==> src/rtl/sha256_pkg.sv <==
// Shared definitions for the SHA-256 multi-requester scheduler.
package sha256_pkg;

  typedef enum logic [2:0] {
    ST_IDLE,
    ST_ISSUE,
    ST_WAIT,
    ST_NEXT,
    ST_DRAIN
  } sched_state_e;

  localparam int TIMEOUT_DEF = 255;
  localparam int BLOCK_BITS  = 512;
  localparam int WDOG_W      = 8;

endpackage

==> src/rtl/sha256_scheduler_if.sv <==
// Requester-side and core-side signal bundle of the scheduler.
// master: the scheduler itself; slave: requesters plus core.
interface sha256_scheduler_if #(
  parameter int N_REQ = 4,
  parameter int ID_W  = 2
);
  logic [N_REQ-1:0] req;
  logic [N_REQ-1:0] req_first;
  logic [N_REQ-1:0] req_last;
  logic [N_REQ-1:0] blk_ack;
  logic [ID_W-1:0]  sel;
  logic             lock;
  logic             core_start;
  logic             core_first;
  logic             core_last;
  logic             core_busy;
  logic             core_done;
  logic             core_out_en;
  logic [N_REQ-1:0] dig_valid;
  logic             timeout_err;

  modport master (
    input  req, req_first, req_last, core_busy, core_done, core_out_en,
    output blk_ack, sel, lock, core_start, core_first, core_last,
           dig_valid, timeout_err
  );

  modport slave (
    output req, req_first, req_last, core_busy, core_done, core_out_en,
    input  blk_ack, sel, lock, core_start, core_first, core_last,
           dig_valid, timeout_err
  );
endinterface

==> src/rtl/sha256_scheduler_rr_arbiter.sv <==
// Combinational round-robin pick: first set request at or after ptr_i,
// wrapping modulo N_REQ.
module rr_arbiter #(
  parameter int N_REQ = 4,
  parameter int ID_W  = 2
) (
  input  logic [N_REQ-1:0] req_i,
  input  logic [ID_W-1:0]  ptr_i,
  output logic [ID_W-1:0]  grant_o,
  output logic             valid_o
);

  // Scan from the farthest offset down so the nearest hit is written last.
  always_comb begin
    logic [ID_W:0]   sum;
    logic [ID_W-1:0] idx;
    grant_o = '0;
    valid_o = 1'b0;
    sum     = '0;
    idx     = '0;
    for (int k = N_REQ - 1; k >= 0; k--) begin
      sum = {1'b0, ptr_i} + (ID_W + 1)'(k);
      if (sum >= (ID_W + 1)'(N_REQ)) sum = sum - (ID_W + 1)'(N_REQ);
      idx = sum[ID_W-1:0];
      if (req_i[idx]) begin
        grant_o = idx;
        valid_o = 1'b1;
      end
    end
  end

endmodule

==> src/rtl/sha256_scheduler.sv <==
// Scheduler for the shared SHA-256 core: round-robin message ownership,
// per-block start/first/last sequencing, digest-window routing, watchdog.
module sha256_scheduler
  import sha256_pkg::*;
#(
  parameter int N_REQ   = 4,
  parameter int ID_W    = $clog2(N_REQ),
  parameter int TIMEOUT = TIMEOUT_DEF
) (
  input logic                clk,
  input logic                reset_n,
  sha256_scheduler_if.master bus
);

  sched_state_e      state_q, state_d;
  logic [ID_W-1:0]   sel_q, sel_d;
  logic [ID_W-1:0]   rr_ptr_q, rr_ptr_d;
  logic              lock_q, lock_d;
  logic              first_q, first_d;   // next issued block is the message's first
  logic              last_q, last_d;     // block in flight was the message's last
  logic              rise_q, rise_d;     // core_out_en rise seen while draining
  logic              err_q, err_d;
  logic [WDOG_W-1:0] wdog_q, wdog_d;

  logic [ID_W-1:0]   grant;
  logic              grant_vld;
  logic [ID_W-1:0]   nxt_ptr;
  logic              wdog_hit;
  logic [N_REQ-1:0]  ack;
  logic              start, start_first, start_last;

  rr_arbiter #(.N_REQ(N_REQ), .ID_W(ID_W)) u_arb (
    .req_i   (bus.req & bus.req_first),
    .ptr_i   (rr_ptr_q),
    .grant_o (grant),
    .valid_o (grant_vld)
  );

  assign nxt_ptr  = (sel_q == ID_W'(N_REQ - 1)) ? '0 : sel_q + 1'b1;
  assign wdog_hit = (wdog_q == WDOG_W'(TIMEOUT - 1));

  // State and bookkeeping registers; async reset abandons any message.
  always_ff @(posedge clk or negedge reset_n) begin
    if (!reset_n) begin
      state_q  <= ST_IDLE;
      sel_q    <= '0;
      rr_ptr_q <= '0;
      lock_q   <= 1'b0;
      first_q  <= 1'b0;
      last_q   <= 1'b0;
      rise_q   <= 1'b0;
      err_q    <= 1'b0;
      wdog_q   <= '0;
    end else begin
      state_q  <= state_d;
      sel_q    <= sel_d;
      rr_ptr_q <= rr_ptr_d;
      lock_q   <= lock_d;
      first_q  <= first_d;
      last_q   <= last_d;
      rise_q   <= rise_d;
      err_q    <= err_d;
      wdog_q   <= wdog_d;
    end
  end

  // Next-state logic plus the decoded start/ack strobes.
  always_comb begin
    state_d     = state_q;
    sel_d       = sel_q;
    rr_ptr_d    = rr_ptr_q;
    lock_d      = lock_q;
    first_d     = first_q;
    last_d      = last_q;
    rise_d      = rise_q;
    err_d       = err_q;
    wdog_d      = wdog_q;
    ack         = '0;
    start       = 1'b0;
    start_first = 1'b0;
    start_last  = 1'b0;
    case (state_q)
      ST_IDLE: begin
        if (grant_vld) begin
          sel_d   = grant;
          lock_d  = 1'b1;
          first_d = 1'b1;
          state_d = ST_ISSUE;
        end
      end
      ST_ISSUE: begin
        if (!bus.core_busy && bus.req[sel_q]) begin
          start       = 1'b1;
          ack[sel_q]  = 1'b1;
          start_first = first_q;
          start_last  = bus.req_last[sel_q];
          last_d      = bus.req_last[sel_q];
          first_d     = 1'b0;
          wdog_d      = '0;
          state_d     = ST_WAIT;
        end
      end
      ST_WAIT: begin
        // The awaited event takes priority over an expiring watchdog.
        if (bus.core_done) begin
          wdog_d  = '0;
          rise_d  = bus.core_out_en;
          state_d = last_q ? ST_DRAIN : ST_NEXT;
        end else if (wdog_hit) begin
          err_d    = 1'b1;
          lock_d   = 1'b0;
          rr_ptr_d = nxt_ptr;
          state_d  = ST_IDLE;
        end else begin
          wdog_d = wdog_q + 1'b1;
        end
      end
      ST_NEXT: begin
        if (bus.req[sel_q]) state_d = ST_ISSUE;
      end
      ST_DRAIN: begin
        if (rise_q && !bus.core_out_en) begin
          lock_d   = 1'b0;
          rr_ptr_d = nxt_ptr;
          state_d  = ST_IDLE;
        end else if (wdog_hit) begin
          err_d    = 1'b1;
          lock_d   = 1'b0;
          rr_ptr_d = nxt_ptr;
          state_d  = ST_IDLE;
        end else begin
          wdog_d = wdog_q + 1'b1;
          if (bus.core_out_en) rise_d = 1'b1;
        end
      end
      default: state_d = ST_IDLE;
    endcase
  end

  assign bus.sel         = sel_q;
  assign bus.lock        = lock_q;
  assign bus.timeout_err = err_q;
  assign bus.blk_ack     = ack;
  assign bus.core_start  = start;
  assign bus.core_first  = start_first;
  assign bus.core_last   = start_last;
  assign bus.dig_valid   = lock_q ? (N_REQ'(bus.core_out_en) << sel_q) : '0;

endmodule
==> src/flat_wrapper.sv <==
// flat-port wrapper written by rule: the top's interface ports become plain ports
module sha256_scheduler_flat import sha256_pkg::*;
#(
  parameter int N_REQ   = 4,
  parameter int ID_W    = $clog2(N_REQ),
  parameter int TIMEOUT = TIMEOUT_DEF
)
  (clk, reset_n, bus_req, bus_req_first, bus_req_last, bus_core_busy, bus_core_done, bus_core_out_en, bus_blk_ack, bus_sel, bus_lock, bus_core_start, bus_core_first, bus_core_last, bus_dig_valid, bus_timeout_err);
  sha256_scheduler_if #(.N_REQ(N_REQ), .ID_W(ID_W)) bus_i ();
  input logic clk;
  input logic reset_n;
  input wire logic [$bits(bus_i.req)-1:0] bus_req;
  input wire logic [$bits(bus_i.req_first)-1:0] bus_req_first;
  input wire logic [$bits(bus_i.req_last)-1:0] bus_req_last;
  input wire logic [$bits(bus_i.core_busy)-1:0] bus_core_busy;
  input wire logic [$bits(bus_i.core_done)-1:0] bus_core_done;
  input wire logic [$bits(bus_i.core_out_en)-1:0] bus_core_out_en;
  output wire logic [$bits(bus_i.blk_ack)-1:0] bus_blk_ack;
  output wire logic [$bits(bus_i.sel)-1:0] bus_sel;
  output wire logic [$bits(bus_i.lock)-1:0] bus_lock;
  output wire logic [$bits(bus_i.core_start)-1:0] bus_core_start;
  output wire logic [$bits(bus_i.core_first)-1:0] bus_core_first;
  output wire logic [$bits(bus_i.core_last)-1:0] bus_core_last;
  output wire logic [$bits(bus_i.dig_valid)-1:0] bus_dig_valid;
  output wire logic [$bits(bus_i.timeout_err)-1:0] bus_timeout_err;
  assign bus_i.req = bus_req;
  assign bus_i.req_first = bus_req_first;
  assign bus_i.req_last = bus_req_last;
  assign bus_i.core_busy = bus_core_busy;
  assign bus_i.core_done = bus_core_done;
  assign bus_i.core_out_en = bus_core_out_en;
  assign bus_blk_ack = bus_i.blk_ack;
  assign bus_sel = bus_i.sel;
  assign bus_lock = bus_i.lock;
  assign bus_core_start = bus_i.core_start;
  assign bus_core_first = bus_i.core_first;
  assign bus_core_last = bus_i.core_last;
  assign bus_dig_valid = bus_i.dig_valid;
  assign bus_timeout_err = bus_i.timeout_err;
  sha256_scheduler #(.N_REQ(N_REQ), .ID_W(ID_W), .TIMEOUT(TIMEOUT)) u_core (.clk(clk), .reset_n(reset_n), .bus(bus_i));
endmodule
==> config.mk <==
export PLATFORM = sky130hd
export DESIGN_NAME = sha256_scheduler_flat
export DESIGN_NICKNAME = d
export VERILOG_FILES = /design/src/rtl/sha256_pkg.sv /design/src/rtl/sha256_scheduler_if.sv /design/src/rtl/sha256_scheduler_rr_arbiter.sv /design/src/rtl/sha256_scheduler.sv /design/src/flat_wrapper.sv
export SDC_FILE = /design/constraint.sdc
export NUM_CORES = 1
export LEC_CHECK = 0
export BUFFER_PORTS_ARGS = -buffer_cell sky130_fd_sc_hd__buf_4
export CELL_PAD_IN_SITES_DETAIL_PLACEMENT = 1
export CELL_PAD_IN_SITES_GLOBAL_PLACEMENT = 1
export CORE_ASPECT_RATIO = 1.2
export CORE_MARGIN = 1.5
export CORE_UTILIZATION = 36
export DETAILED_ROUTE_END_ITERATION = 6
export PLACE_DENSITY_LB_ADDON = 0.1
export SETUP_SLACK_MARGIN = 0.3
export SLEW_MARGIN = 20
export SYNTH_ARGS = -nofsm -noshare
export SYNTH_HDL_FRONTEND = slang
export SYNTH_HIERARCHICAL = 1
export SYNTH_SLANG_ARGS = --single-unit
==> constraint.sdc <==
create_clock -name clk -period 1.7 [get_ports clk]
set_input_delay 0.255 -clock clk [delete_from_list [all_inputs] [get_ports clk]]
set_output_delay 0.255 -clock clk [all_outputs]
set_load 0.05 [all_outputs]
After elaboration in Yosys (flattened, before gate mapping) --
Index checks and enable logic that the tools add are counted.
Storage, ports and cells: register bits after elaboration 20, bits of input ports 17, word-level logic and storage cells 132
Operators by class: $add $sub $neg 9, order comparisons 10, equality and inequality tests 14, shifts and indexed selects 1, multiplexer cells 69, bitwise logic cells 1, reductions and logical operators 19
Operators with widths (number):
- $mux 8 | 4
- $mux 1 | 29
- $mux 2 | 12
- $pmux 8 s3 | 1
- $mux 3 | 7
- $lt 2x3->1 const B | 5
- $pmux 3 s5 | 1
- $reduce_and 3->1 | 5
- $bmux 1 s2 | 6
- $mux 4 | 3
- $ne 2x2->1 const B | 5
- $ge 3x3->1 const B | 3
- $add 8x1->8 const B | 1
- $eq 8x8->1 const B | 1
- $sub 2x1->2 const B | 4
- $add 2x2->3 const B | 2
- $eq 3x2->1 const B | 2
- $ne 2x1->1 const B | 3
- $pmux 1 s2 | 3
- $reduce_and 2->1 | 3
- $reduce_bool 3->1 | 2
- $reduce_and 5->1 | 1
- $and 4x4->4 | 1
- $pmux 2 s2 | 1
- 14 further kinds | 18

Longest topological paths before layout --
depth in word-level cells 11, gate-level depth with buffers 6, gate-level depth less buffers 6

By module --
Netlist, hierarchy kept.
Modules (own cells, without submodules):
- sha256_scheduler | instances 1, cells each 144, area an instance 1348.8 µm²
- rr_arbiter | instances 1, cells each 13, area an instance 77.6 µm²

Least setup slack after synthesis --
No wires, ideal clock.
path type register -> register, start register u_core.sel_q[0], in the netlist u_core/bus.sel[0], end register u_core.first_q, setup time 0.183 ns, data arrival time 2.716 ns, required time 1.517 ns, path slack -1.199 ns, cell stages (with the launch flop) 6, path buffers 1, clock period less this slack 2.899 ns, cells stage by stage dfrtp_1 > buf_4 > or3b_1 > a2bb2oi_1 > nor3_1 > nor2_1
Between the ends: word-level cells in the longest chain between the ends 5
Ends and longest elaborated chain:
- start: declaration | RTL line sha256_scheduler.sv:16 | logic [ID_W-1:0] sel_q, sel_d;
- start signal: assignment | RTL line sha256_scheduler.sv:56 | sel_q <= sel_d;
- $bmux 1 s2 | RTL line sha256_scheduler.sv:92 | if (!bus.core_busy && bus.req[sel_q]) begin
- $mux 1 (not written as such) | RTL line sha256_scheduler.sv:92
- $logic_and 1x1->1 | RTL line sha256_scheduler.sv:92
- $ne 2x1->1 (no line)
- $reduce_and 3->1 (no line)
- end signal: assignment | RTL line sha256_scheduler.sv:59 | first_q <= first_d;
- end: declaration | RTL line sha256_scheduler.sv:19 | logic first_q, first_d;
Every way passes these cells. The select of a mux whose other input is x is not followed. A chain may end at the register's enable or synchronous reset.

Worst setup path after layout --
start register u_core.sel_q[0], in the netlist u_core/bus.sel[0], end output port bus_core_last
Between the ends: word-level cells in the longest chain between the ends 5, elaborated cells on any way between the ends 7, those cells by class 6 x mux; 1 x reduce/logical
Ends and longest elaborated chain:
- $bmux 1 s2 | RTL line sha256_scheduler.sv:92
- $mux 1 (not written as such) | RTL line sha256_scheduler.sv:92
- $logic_and 1x1->1 | RTL line sha256_scheduler.sv:92
- $mux 1 * | RTL line sha256_scheduler.sv:92
- $mux 1 * | RTL line sha256_scheduler.sv:82 | case (state_q)
- end: declaration | RTL line flat_wrapper.sv:23 | output wire logic [$bits(bus_i.core_last)-1:0] bus_core_last;
Every way passes the cells marked *; elsewhere a longest branch is shown, timed or not. The select of a mux whose other input is x is not followed.

==> results.ini <==
[critical_path]
crit_type = reg -> out
cp_max_fo = 10
end_kind = output port
startpoint_type = register
crit_required_ns = 1.44
cp_data_arrival_time_ns = 1.71

[timing]
max_freq_mhz = 509
fin_crit_sh_pct = 115
maxSlewHeadroom_pct = 67.4
min_period_ns = 1.96
slew_viol_final = 0
skew_ns = 0.00548
worst_slew_pin_slew_ns = 0.488
worst_slack_ns = -0.263
timing.setup.tns_ns = -3.44
whs_ns = 0.281
finalSetupViolCount = 21
rsz0062_at_grt = yes
hold_viol_final = 0

[clock_network]
cts_buffer_depth = 2
cts_root_buf = clkbuf_8
clkLatencyLatePin_ns = 0.26
htreeDepth = 1
tritoncts = done
clkSinkCount = 20
clkTransAtPathRegs_ns = 0.08
cts_buffers = 3

[layout]
syn_to_final_growth_pct = 73.2
n_antenna_cell = 0
fillers = 412
nNetsFinal = 253
layout-drive-gt1-share_pct = 55.0

[global_routing]
grt_pass1_wl_um = 8160
grt_overflow = 0
track_usage_pct = 24.9
grt_max_degree = 21
antenna_found_initial = 0
grt_pass1_vias = 1649

[die]
core_area_mm2 = 0.00372
io_pins = 32
die_area_mm2 = 0.00435
num_rows = 24
start_util_pct = 38.3
die_height_um = 72.0
die_w_um = 60.5

[placement]
io_buffers = 31
routabilityCongestion = 0.862
dpl.hpwl_um = 3610

[power_and_ir_drop]
power_density_mw_per_mm2 = 1290
leakage_nw = 1.03
max-vdd-ir-drop_v = 0.000915

[synth]
ys_types = 50
ys_warn_count = 6
synthArstFlopShare_pct = 100
syn_avg_cell_area_um2 = 9.09
synth_seq_cells = 20
synth_edf_count = 0
synthFlopType = dfrtp_1
syn-cell-area_mm2 = 0.00143
syn_inst = 157
syn-num-nets = 180
synth.yosys.seq_area_share_pct = 35.1

[route]
detail_route.wl_per_cell_um = 19.2
routed_wl_um = 5380
viasPerCell = 5.40
drcViolationCount = 0
antenna_left = 0
drt_iter0_markers = 28
firstDrtPassIters = 4
vias = 1516

[outcome]
violations = negative setup slack
status = finished with violations

[flow_run]
cap_violations = 0

[worst_hold_path]
hp-class = in -> reg

per-layer routing:
metal	GRT usage (%)	up-vias	share of wire (%)
met3	3.39	10	1.9
met2	47.6	31	60
met1	26.9	758	36
met4	8.70	0	1.9
li1	-	717	-
met5	0	-	0
registers in the layout, indices dropped and copies added, names as in the netlist:
| signal | cells |
|---|---|
| u_core/wdog_q | 8 |
| u_core/state_q | 3 |
| u_core/bus.sel | 2 |
| u_core/rr_ptr_q | 2 |
| u_core/bus.lock | 1 |
| u_core/bus.timeout_err | 1 |
| u_core/first_q | 1 |
| u_core/last_q | 1 |
| u_core/rise_q | 1 |
cell usage in the layout, fill, tap and decap left out, types with 2 or more instances in the layout:
master    netlist  routed
o221ai_2        0       2
nor2_4          0       2
nand2_1         9       7
nor3_4          0       3
nand3_1         7       5
dfrtp_1        20      17
mux2_4          1       4
dfrtp_2         0       3
nor2_1         19      17
a211oi_2        1       4
and3_4          0       6
inv_1          11      11
clkbuf_8        0       4
nand2b_1        4       4
buf_8           0       9
a211oi_1        6       3
nor3b_1         2       2
a31oi_4         0       3
nor2b_1         2       2
nand4_1         2       2
o21ai_0         6       3
o21bai_1        2       2
ha_1            6       5
or3b_4          1       2
buf_6           1      12
o211ai_1        2       2
a31oi_1         5       2
o21ai_1         0       2
and2_1          5       5
o21ai_4         0       2
buf_4           1      51
through the flow:
| stage | utilization (%) | power (mW) | worst slack [ns] | area [µm²] | cells |
|---|---|---|---|---|---|
| 6_report | 66.4 | 3.19 | -0.263 | 2470 | 281 |
| 4_1_cts | 62.0 | 2.93 | -0.242 | 2310 | 272 |
| 2_1_floorplan | - | 1.73 | -0.324 | 1560 | 157 |
| 3_5_place_dp | 53.3 | 2.27 | -0.0960 | 1990 | 258 |
| 5_1_grt | 66.4 | 3.36 | -0.316 | 2470 | 281 |
| 3_3_place_gp | 53.3 | 2.23 | 0.0249 | 1990 | 258 |
critical path, stage by stage (launching register included):
cell and delay, ns:
dfrtp_2 0.41, buf_4 0.20, mux4_2 0.51, and3_4 0.17
buf_8 0.14
synthesized netlist by cell type (2+ instances only):
| cell | n | area, µm² |
|---|---|---|
| o21bai_1 | 2 | 15.0 |
| dfrtp_1 | 20 | 500 |
| nor2b_1 | 2 | 12.5 |
| a311oi_1 | 2 | 17.5 |
| nand3_1 | 7 | 35.0 |
| ha_1 | 6 | 75.1 |
| a211oi_1 | 6 | 45.0 |
| nand2_1 | 9 | 33.8 |
| buf_2 | 2 | 10.0 |
| o211ai_1 | 2 | 15.0 |
| nor2_1 | 19 | 71.3 |
| mux2i_1 | 2 | 20.0 |
| nor3_1 | 5 | 25.0 |
| nand2b_1 | 4 | 25.0 |
| or3_1 | 2 | 12.5 |
| a31oi_1 | 5 | 31.3 |
| nor3b_1 | 2 | 15.0 |
| mux2_1 | 2 | 22.5 |
| o21ai_0 | 6 | 30.0 |
| nand4_1 | 2 | 12.5 |
| inv_1 | 11 | 41.3 |
| and3_1 | 6 | 37.5 |
| and2_1 | 5 | 31.3 |
| o221ai_1 | 2 | 17.5 |
repair_timing:
action,in CTS,in global routing
hold endpoints to repair,20,0
setup buffers,9,9
gates cloned,0,0
setup endpoints to repair,29,32
pin swaps,12,10
hold buffers,1,0
gates resized for setup,42,18
final timing paths:
path,startpoint,to,slack [ns],depth (start not counted)
setup / recovery,u_core/bus.sel[0],bus_core_last,-0.26,4
hold / removal,bus_core_out_en,u_core/rise_q,0.28,2
setup reg to reg,u_core/bus.sel[1],u_core/wdog_q[2],-0.22,7
hold reg to reg,u_core/bus.timeout_err,u_core/bus.timeout_err,0.52,1
max in group asynchronous,reset_n,u_core/bus.lock,1.05,2
min in group asynchronous,reset_n,u_core/bus.sel[1],0.42,2
where the power goes:
part / switching [mW] / total [mW] / internal, mW
logic: 1.13 / 2.12 / 0.989
clock network: 0.172 / 0.379 / 0.207
registers: 0.113 / 0.690 / 0.577
total: 1.42 / 3.19 / 1.77
layout make-up:
type / count / area [µm²] / share of cell area (%)
tap: 52 / 65.1 / 2.63
inverter: 11 / 41.3 / 1.67
clock buffer: 4 / 55.1 / 2.23
timing repair buffer: 73 / 663 / 26.8
multi-input combinational: 121 / 1140 / 46.2
sequential: 20 / 504 / 20.4
cell families after synthesis:
| group | after synthesis | synth area share, % |
|---|---|---|
| buffers and inverters | 16 | 5.18 |
| muxes | 7 | 6.40 |
| AOI/OAI and AO/OA | 39 | 22.6 |
| adders and majority gates | 6 | 5.26 |
| and+or+nand+nor | 69 | 25.4 |
| DFF | 20 | 35.1 |
Power figures use the tool's default switching activity.
